### src/rtl/cnn_pkg.sv
// Shared CNN types and constants: data format, layer-memory selects,
// fully-connected stage states and Q4.16 saturation limits.
package cnn_pkg;

  localparam int DW   = 20;
  localparam int FRAC = 16;

  localparam logic [2:0] CSEL_NONE = 3'b000;
  localparam logic [2:0] CSEL_L0   = 3'b001;
  localparam logic [2:0] CSEL_L1   = 3'b011;
  localparam logic [2:0] CSEL_L2   = 3'b101;

  localparam logic [DW-1:0] Q_MAX = 20'h7FFFF;
  localparam logic [DW-1:0] Q_MIN = 20'h80000;

  typedef enum logic [2:0] {
    FC_IDLE,
    FC_FETCH,
    FC_LAST,
    FC_ROUND,
    FC_WRITE,
    FC_DONE
  } fc_state_t;

endpackage

### src/rtl/fc_neuron_if.sv
// Layer-memory and weight-ROM port bundle of the dense stage.
// master = neuron side, slave = memory side.
interface fc_neuron_if #(
  parameter int DW = 20
);

  logic                 crd;
  logic [11:0]          caddr_rd;
  logic signed [DW-1:0] cdata_rd;
  logic [9:0]           waddr;
  logic signed [DW-1:0] wdata;
  logic [2:0]           csel;
  logic                 cwr;
  logic [11:0]          caddr_wr;
  logic [DW-1:0]        cdata_wr;

  modport master (
    output crd, caddr_rd, waddr,
    output csel, cwr, caddr_wr, cdata_wr,
    input  cdata_rd, wdata
  );

  modport slave (
    input  crd, caddr_rd, waddr,
    input  csel, cwr, caddr_wr, cdata_wr,
    output cdata_rd, wdata
  );

endinterface

### src/rtl/fc_round_sat.sv
// Wide accumulator -> Q4.16: round half up, then saturate.
// FC_RELU_EN defined: negative results are clamped to zero.
module fc_round_sat #(
  parameter int AW   = 50,
  parameter int DW   = cnn_pkg::DW,
  parameter int FRAC = cnn_pkg::FRAC
) (
  input  logic signed [AW-1:0] acc_i,
  output logic [DW-1:0]        res_o
);
  import cnn_pkg::*;

  localparam int TW = AW - FRAC + 1;

  logic signed [TW-1:0] rnd;
  logic signed [TW-1:0] hi;
  logic signed [TW-1:0] lo;
  logic [DW-1:0]        sat;
  logic                 unused_lsb;

  assign hi = TW'($signed(Q_MAX));
  assign lo = TW'($signed(Q_MIN));
  assign unused_lsb = ^acc_i[FRAC-2:0];

  // One extra bit so the +1 of rounding can never wrap
  always_comb begin
    rnd = {acc_i[AW-1], acc_i[AW-1:FRAC]}
        + TW'(acc_i[FRAC-1]);
    if (rnd > hi) begin
      sat = Q_MAX;
    end else if (rnd < lo) begin
      sat = Q_MIN;
    end else begin
      sat = rnd[DW-1:0];
    end
`ifdef FC_RELU_EN
    res_o = sat[DW-1] ? '0 : sat;
`else
    res_o = sat;
`endif
  end

endmodule

### src/rtl/fc_neuron.sv
// Single dense neuron: streams N_IN features x weights through a MAC,
// rounds/saturates and writes one word. ReLU option: FC_RELU_EN.
module fc_neuron #(
  parameter int          N_IN     = 1024,
  parameter int          DW       = 20,
  parameter int          FRAC     = 16,
  parameter logic [11:0] DST_ADDR = 12'd0
) (
  input  logic     clk,
  input  logic     reset,
  input  logic     start,
  output logic     busy,
  output logic     done,
  fc_neuron_if.master mem
);
  import cnn_pkg::*;

  localparam int IW = $clog2(N_IN);
  localparam int PW = 2 * DW;
  localparam int AW = PW + IW;

  fc_state_t            state_q, state_d;
  logic [IW-1:0]        idx_q, idx_d, idx_nxt;
  logic signed [AW-1:0] acc_q, acc_d;
  logic                 busy_q, busy_d;
  logic                 done_q, done_d;
  logic                 crd_q, crd_d;
  logic [2:0]           csel_q, csel_d;
  logic                 cwr_q, cwr_d;
  logic [11:0]          caddr_rd_q, caddr_rd_d;
  logic [9:0]           waddr_q, waddr_d;
  logic [11:0]          caddr_wr_q, caddr_wr_d;
  logic [DW-1:0]        cdata_wr_q, cdata_wr_d;

  logic signed [PW-1:0] prod;
  logic signed [AW-1:0] prod_x;
  logic                 mac_en;
  logic [DW-1:0]        res;

  assign prod   = mem.cdata_rd * mem.wdata;
  assign prod_x = {{IW{prod[PW-1]}}, prod};

  // Read data lags the address by one cycle, so FETCH
  // cycle 0 has nothing to add and LAST adds the tail.
  assign mac_en = (state_q == FC_FETCH && idx_q != '0)
               || (state_q == FC_LAST);

  fc_round_sat #(
    .AW   (AW),
    .DW   (DW),
    .FRAC (FRAC)
  ) u_round_sat (
    .acc_i (acc_q),
    .res_o (res)
  );

  always_comb begin
    state_d    = state_q;
    idx_d      = idx_q;
    acc_d      = acc_q;
    busy_d     = busy_q;
    done_d     = done_q;
    crd_d      = crd_q;
    csel_d     = csel_q;
    cwr_d      = cwr_q;
    caddr_rd_d = caddr_rd_q;
    waddr_d    = waddr_q;
    caddr_wr_d = caddr_wr_q;
    cdata_wr_d = cdata_wr_q;
    idx_nxt    = idx_q + 1'b1;

    if (mac_en) begin
      acc_d = acc_q + prod_x;
    end

    unique case (state_q)
      FC_IDLE: begin
        if (start) begin
          state_d    = FC_FETCH;
          idx_d      = '0;
          acc_d      = '0;
          busy_d     = 1'b1;
          crd_d      = 1'b1;
          csel_d     = CSEL_L1;
          caddr_rd_d = '0;
          waddr_d    = '0;
        end
      end
      FC_FETCH: begin
        if (&idx_q) begin
          state_d    = FC_LAST;
          crd_d      = 1'b0;
          csel_d     = CSEL_NONE;
          caddr_rd_d = '0;
          waddr_d    = '0;
        end else begin
          idx_d      = idx_nxt;
          caddr_rd_d = 12'(idx_nxt);
          waddr_d    = 10'(idx_nxt);
        end
      end
      FC_LAST: begin
        state_d = FC_ROUND;
      end
      FC_ROUND: begin
        state_d    = FC_WRITE;
        cwr_d      = 1'b1;
        csel_d     = CSEL_L2;
        caddr_wr_d = DST_ADDR;
        cdata_wr_d = res;
      end
      FC_WRITE: begin
        state_d    = FC_DONE;
        cwr_d      = 1'b0;
        csel_d     = CSEL_NONE;
        caddr_wr_d = '0;
        busy_d     = 1'b0;
        done_d     = 1'b1;
      end
      FC_DONE: begin
        state_d = FC_IDLE;
        done_d  = 1'b0;
      end
      default: begin
        state_d = FC_IDLE;
      end
    endcase
  end

  always_ff @(posedge clk) begin
    if (reset) begin
      state_q    <= FC_IDLE;
      idx_q      <= '0;
      acc_q      <= '0;
      busy_q     <= 1'b0;
      done_q     <= 1'b0;
      crd_q      <= 1'b0;
      csel_q     <= CSEL_NONE;
      cwr_q      <= 1'b0;
      caddr_rd_q <= '0;
      waddr_q    <= '0;
      caddr_wr_q <= '0;
      cdata_wr_q <= '0;
    end else begin
      state_q    <= state_d;
      idx_q      <= idx_d;
      acc_q      <= acc_d;
      busy_q     <= busy_d;
      done_q     <= done_d;
      crd_q      <= crd_d;
      csel_q     <= csel_d;
      cwr_q      <= cwr_d;
      caddr_rd_q <= caddr_rd_d;
      waddr_q    <= waddr_d;
      caddr_wr_q <= caddr_wr_d;
      cdata_wr_q <= cdata_wr_d;
    end
  end

  assign busy         = busy_q;
  assign done         = done_q;
  assign mem.crd      = crd_q;
  assign mem.csel     = csel_q;
  assign mem.cwr      = cwr_q;
  assign mem.caddr_rd = caddr_rd_q;
  assign mem.waddr    = waddr_q;
  assign mem.caddr_wr = caddr_wr_q;
  assign mem.cdata_wr = cdata_wr_q;

endmodule

### src/flat_wrapper.sv
// flat-port wrapper written by rule: the top's interface ports become plain ports
module fc_neuron_flat import cnn_pkg::*;
#(
  parameter int          N_IN     = 1024,
  parameter int          DW       = 20,
  parameter int          FRAC     = 16,
  parameter logic [11:0] DST_ADDR = 12'd0
)
  (clk, reset, start, busy, done, mem_crd, mem_caddr_rd, mem_waddr, mem_csel, mem_cwr, mem_caddr_wr, mem_cdata_wr, mem_cdata_rd, mem_wdata);
  fc_neuron_if #(.DW(DW)) mem_i ();
  input  logic clk;
  input  logic reset;
  input  logic start;
  output logic busy;
  output logic done;
  output wire logic [$bits(mem_i.crd)-1:0] mem_crd;
  output wire logic [$bits(mem_i.caddr_rd)-1:0] mem_caddr_rd;
  output wire logic [$bits(mem_i.waddr)-1:0] mem_waddr;
  output wire logic [$bits(mem_i.csel)-1:0] mem_csel;
  output wire logic [$bits(mem_i.cwr)-1:0] mem_cwr;
  output wire logic [$bits(mem_i.caddr_wr)-1:0] mem_caddr_wr;
  output wire logic [$bits(mem_i.cdata_wr)-1:0] mem_cdata_wr;
  input wire logic [$bits(mem_i.cdata_rd)-1:0] mem_cdata_rd;
  input wire logic [$bits(mem_i.wdata)-1:0] mem_wdata;
  assign mem_crd = mem_i.crd;
  assign mem_caddr_rd = mem_i.caddr_rd;
  assign mem_waddr = mem_i.waddr;
  assign mem_csel = mem_i.csel;
  assign mem_cwr = mem_i.cwr;
  assign mem_caddr_wr = mem_i.caddr_wr;
  assign mem_cdata_wr = mem_i.cdata_wr;
  assign mem_i.cdata_rd = mem_cdata_rd;
  assign mem_i.wdata = mem_wdata;
  fc_neuron #(.N_IN(N_IN), .DW(DW), .FRAC(FRAC), .DST_ADDR(DST_ADDR)) u_core (.clk(clk), .reset(reset), .start(start), .busy(busy), .done(done), .mem(mem_i));
endmodule
### config.mk
export PLATFORM = sky130hd
export DESIGN_NAME = fc_neuron_flat
export DESIGN_NICKNAME = d
export VERILOG_FILES = /design/src/rtl/cnn_pkg.sv /design/src/rtl/fc_neuron_if.sv /design/src/rtl/fc_round_sat.sv /design/src/rtl/fc_neuron.sv /design/src/flat_wrapper.sv
export SDC_FILE = /design/constraint.sdc
export NUM_CORES = 2
export LEC_CHECK = 0
export ABC_AREA = 1
export CORE_UTILIZATION = 35
export CTS_BUF_LIST = sky130_fd_sc_hd__clkbuf_4 sky130_fd_sc_hd__clkbuf_8
export DETAILED_ROUTE_END_ITERATION = 10
export PLACE_DENSITY = 0.64
export SLEW_MARGIN = 30
export SYNTH_ARGS = -nofsm -noshare
export SYNTH_HDL_FRONTEND = slang
export SYNTH_HIERARCHICAL = 1
export SYNTH_SLANG_ARGS = --single-unit
### constraint.sdc
create_clock -name clk -period 8.5 [get_ports clk]
set_input_delay 1.7 -clock clk [delete_from_list [all_inputs] [get_ports clk]]
set_output_delay 1.7 -clock clk [all_outputs]
set_load 0.05 [all_outputs]
==> summary.txt <==
Status: complete, no violations
Routed len/inst: 13.8 µm
Clk_skew: 21.1 ps
Post-synth EDFFs: 0
DRC viols: 0
CP arrival: 8390 ps
I/O Pins: 104
Max-cap violations: 0
Period utilization: 95.1%
Synth area leader: fa_1
Yosys top cell area share: 39.3%
Die width: 281 µm
Critical path class: primary input to flop
Final layout net count: 4,657
Post-synth top cells: 1,293 x inv_1, 981 x nand2_1, 534 x fa_1
Port Buf Inserts: 89
RSZ-0062 raised after global routing: no
Initial DRT Pass Iterations: 5
Crit-path max FO: 20
Pins Over Slew Limit: 0
Setup slack, reg-to-reg: 2250 ps
Area growth syn-to-layout: 10.4%
Total track usage: 18.5%
CTS root buf: clkbuf_8
Post-synthesis register bit count: 100
Filler instances: 7,997
Clk_lat worst skew: 400 ps
Grt ovf: 0
Slew Limit Headroom: 38.5%
Core area: 76,500 µm²
# hold bufs at CTS: 0
Worst Hold Margin: 454 ps
CTS tree: done
Total setup buffers inserted after CTS: 0
Synth Flop Type: dfxtp_1
CP Capture Type: flop
FFs w/ async S/R, synth: 0%
Fmax: 0.124 GHz
CTS buffer count: 9
WP data required: 8810 ps
Diode count: 0
Largest net degree at the start of global routing: 57
Mapped Cells: 3,831
CTS max path bufs: 2
Routability congestion estimate: 0.974
Initial Utilization: 35.6%
Layout cells sized above 1: 5.54%
Setup Viol. Count Final: 0
Placed cell count: 4,946
Post-DP HPWL: 60,300 µm
First-pass GRT wire length: 117,000 µm
# rows: 101
Post-synthesis cell type count: 47
CP startpoint: mem_cdata_rd[19]
Non-Filler Instances: 4,962
Slew @ Worst Pin: 922 ps
Vias in the first global route: 22,500
H-tree levels: 3
Crit path to: u_core/acc_q[40]
Vias/cell: 4.40
R2r endpoint: u_core/acc_q[26]
Worst-path clk slew: 120 ps
Die span in y: 281 µm
Number of antenna violations at the first check in global routing: 0
Leading cell type by number of instances after synthesis: inv_1
Final Critical Period: 8080 ps
Vias post-DR: 21,800
Reg2Reg Depth: 23
Drt initial violations: 1,318
Post-route ant nets: 0
Synth warn: 6
Main area contributors after synthesis: fa_1 39%, inv_1 18%, nand2_1 14%
R2R Path Start: u_core/acc_q[18]
Clock Sinks: 100
Hold Path Class: flop to flop
Sequential area share after synthesis: 7.35%
Final Core Density: 39.3%
Synthesized cell area: 27,200 µm²
Resized Gates After CTS: 0
Detailed Route WL: 68,700 µm
Fin. Hold Viols: 0
DIE AREA: 78,900 µm²
Avg Inst Size Synth: 7.11 µm²
CP startpoint kind: primary input
[per-stage QoR]
| stage | TNS (ps) | setup WS (ps) | cell area, µm² |
|---|---|---|---|
| after floorplan | 0 | 185 | 27300 |
| after global placement | 0 | 33.9 | 29900 |
| after detailed placement | -54.2 | -54.2 | 29900 |
| after CTS | 0 | 355 | 30100 |
| after global routing | 0 | 14.7 | 30100 |
| final | 0 | 419 | 30100 |
[final cells by class]
cell class	instances	area (µm²)	share of cell area [%]
multi-input combinational	2317	19700	65.6
inverter	1297	4870	16.2
sequential	100	2000	6.66
timing repair buffer	202	1970	6.56
tap	1030	1290	4.29
clock buffer	10	138	0.458
clock inverter	6	52.6	0.175
[registers in the layout, indices dropped and copies added (netlist names)]
register             flops
u_core/acc_q            50
u_core/busy              1
u_core/done              1
u_core/idx_q            10
u_core/mem.caddr_rd     10
u_core/mem.cdata_wr     20
u_core/mem.crd           1
u_core/mem.csel          3
u_core/mem.cwr           1
u_core/state_q           3
[how the worst min path moves through the flow]
stage	from	endpoint	slack [ps]	cells after the start
floorplan	u_core/idx_q[4]	u_core/idx_q[4]	450	2
global placement	u_core/mem.csel[0]	u_core/mem.csel[0]	440	2
detailed placement	u_core/mem.csel[0]	u_core/mem.csel[0]	450	2
CTS	u_core/mem.csel[0]	u_core/mem.csel[0]	460	2
global route	u_core/mem.csel[0]	u_core/mem.csel[0]	470	2
finish	u_core/mem.csel[0]	u_core/mem.csel[0]	450	2
[placed cells by master (no fill, tap or decap), types with 3 or more instances in the layout]
cell type        netlist  layout
and2_1                 3       3
nor3_1                 3       3
a21oi_1               99      99
xor2_1                18      18
conb_1                 1      14
nor2_2                10      10
inv_1               1293    1293
nand2_2               30      31
xnor2_1               14      14
nand2_1              981     980
o21ai_0               39      39
inv_6                  0       4
nand3_2                5       5
clkdlybuf4s50_1        0      88
a31o_2                 4       4
nor2_4                 9       9
nor3_2                 3       3
nand3_1              107     107
ha_1                 153     153
o21bai_1               3       3
or2_2                  5       5
o21ai_1                7       7
nand2_4                6       6
a21o_1                 7       7
dfxtp_1              100     100
a21oi_2                7       7
nand4_1               24      24
nor2_1               215     215
nand3b_1               7       7
buf_4                 27      94
buf_12                 1      19
clkbuf_8               0      10
fa_1                 534     533
[critical path: stages]
cell,delay (ps)
clkdlybuf4s50_1,510
buf_12,170
nand2_1,110
fa_1,550
inv_1,90
fa_1,640
inv_1,170
buf_4,190
fa_1,470
inv_1,50
fa_1,540
fa_1,430
fa_1,490
inv_1,50
fa_1,480
inv_1,40
ha_1,330
nand2_1,110
nor2_1,260
nand2_1,160
nor3_1,310
nand3_1,190
nand4_1,130
nand3_1,80
nand2_1,90
inv_1,30
[routing by layer]
layer / wire length, µm / global-route usage [%] / vias to the layer above
li1: - / - / 10800
met1: 31100 / 24.8 / 10600
met2: 34600 / 33.4 / 350
met3: 2060 / 0.690 / 58
met4: 962 / 3.04 / 0
met5: 0 / 0 / -
[cell families (layout without fill, tap and decap cells)]
| kind of cell | Yosys count | count (layout) | share of synthesized area, % |
|---|---|---|---|
| compound gates | 175 | 175 | 3.64 |
| xor+xnor | 32 | 32 | 1.03 |
| fa+ha+maj | 687 | 687 | 46.3 |
| buf+inv | 1427 | 1515 | 20.4 |
| flops | 100 | 100 | 7.35 |
| other cells | 1 | 14 | 0.0138 |
| simple gates | 1409 | 1409 | 21.3 |
Power is not shown: default switching activity piles up to over one toggle a cycle in this logic, so the estimate is an artifact.
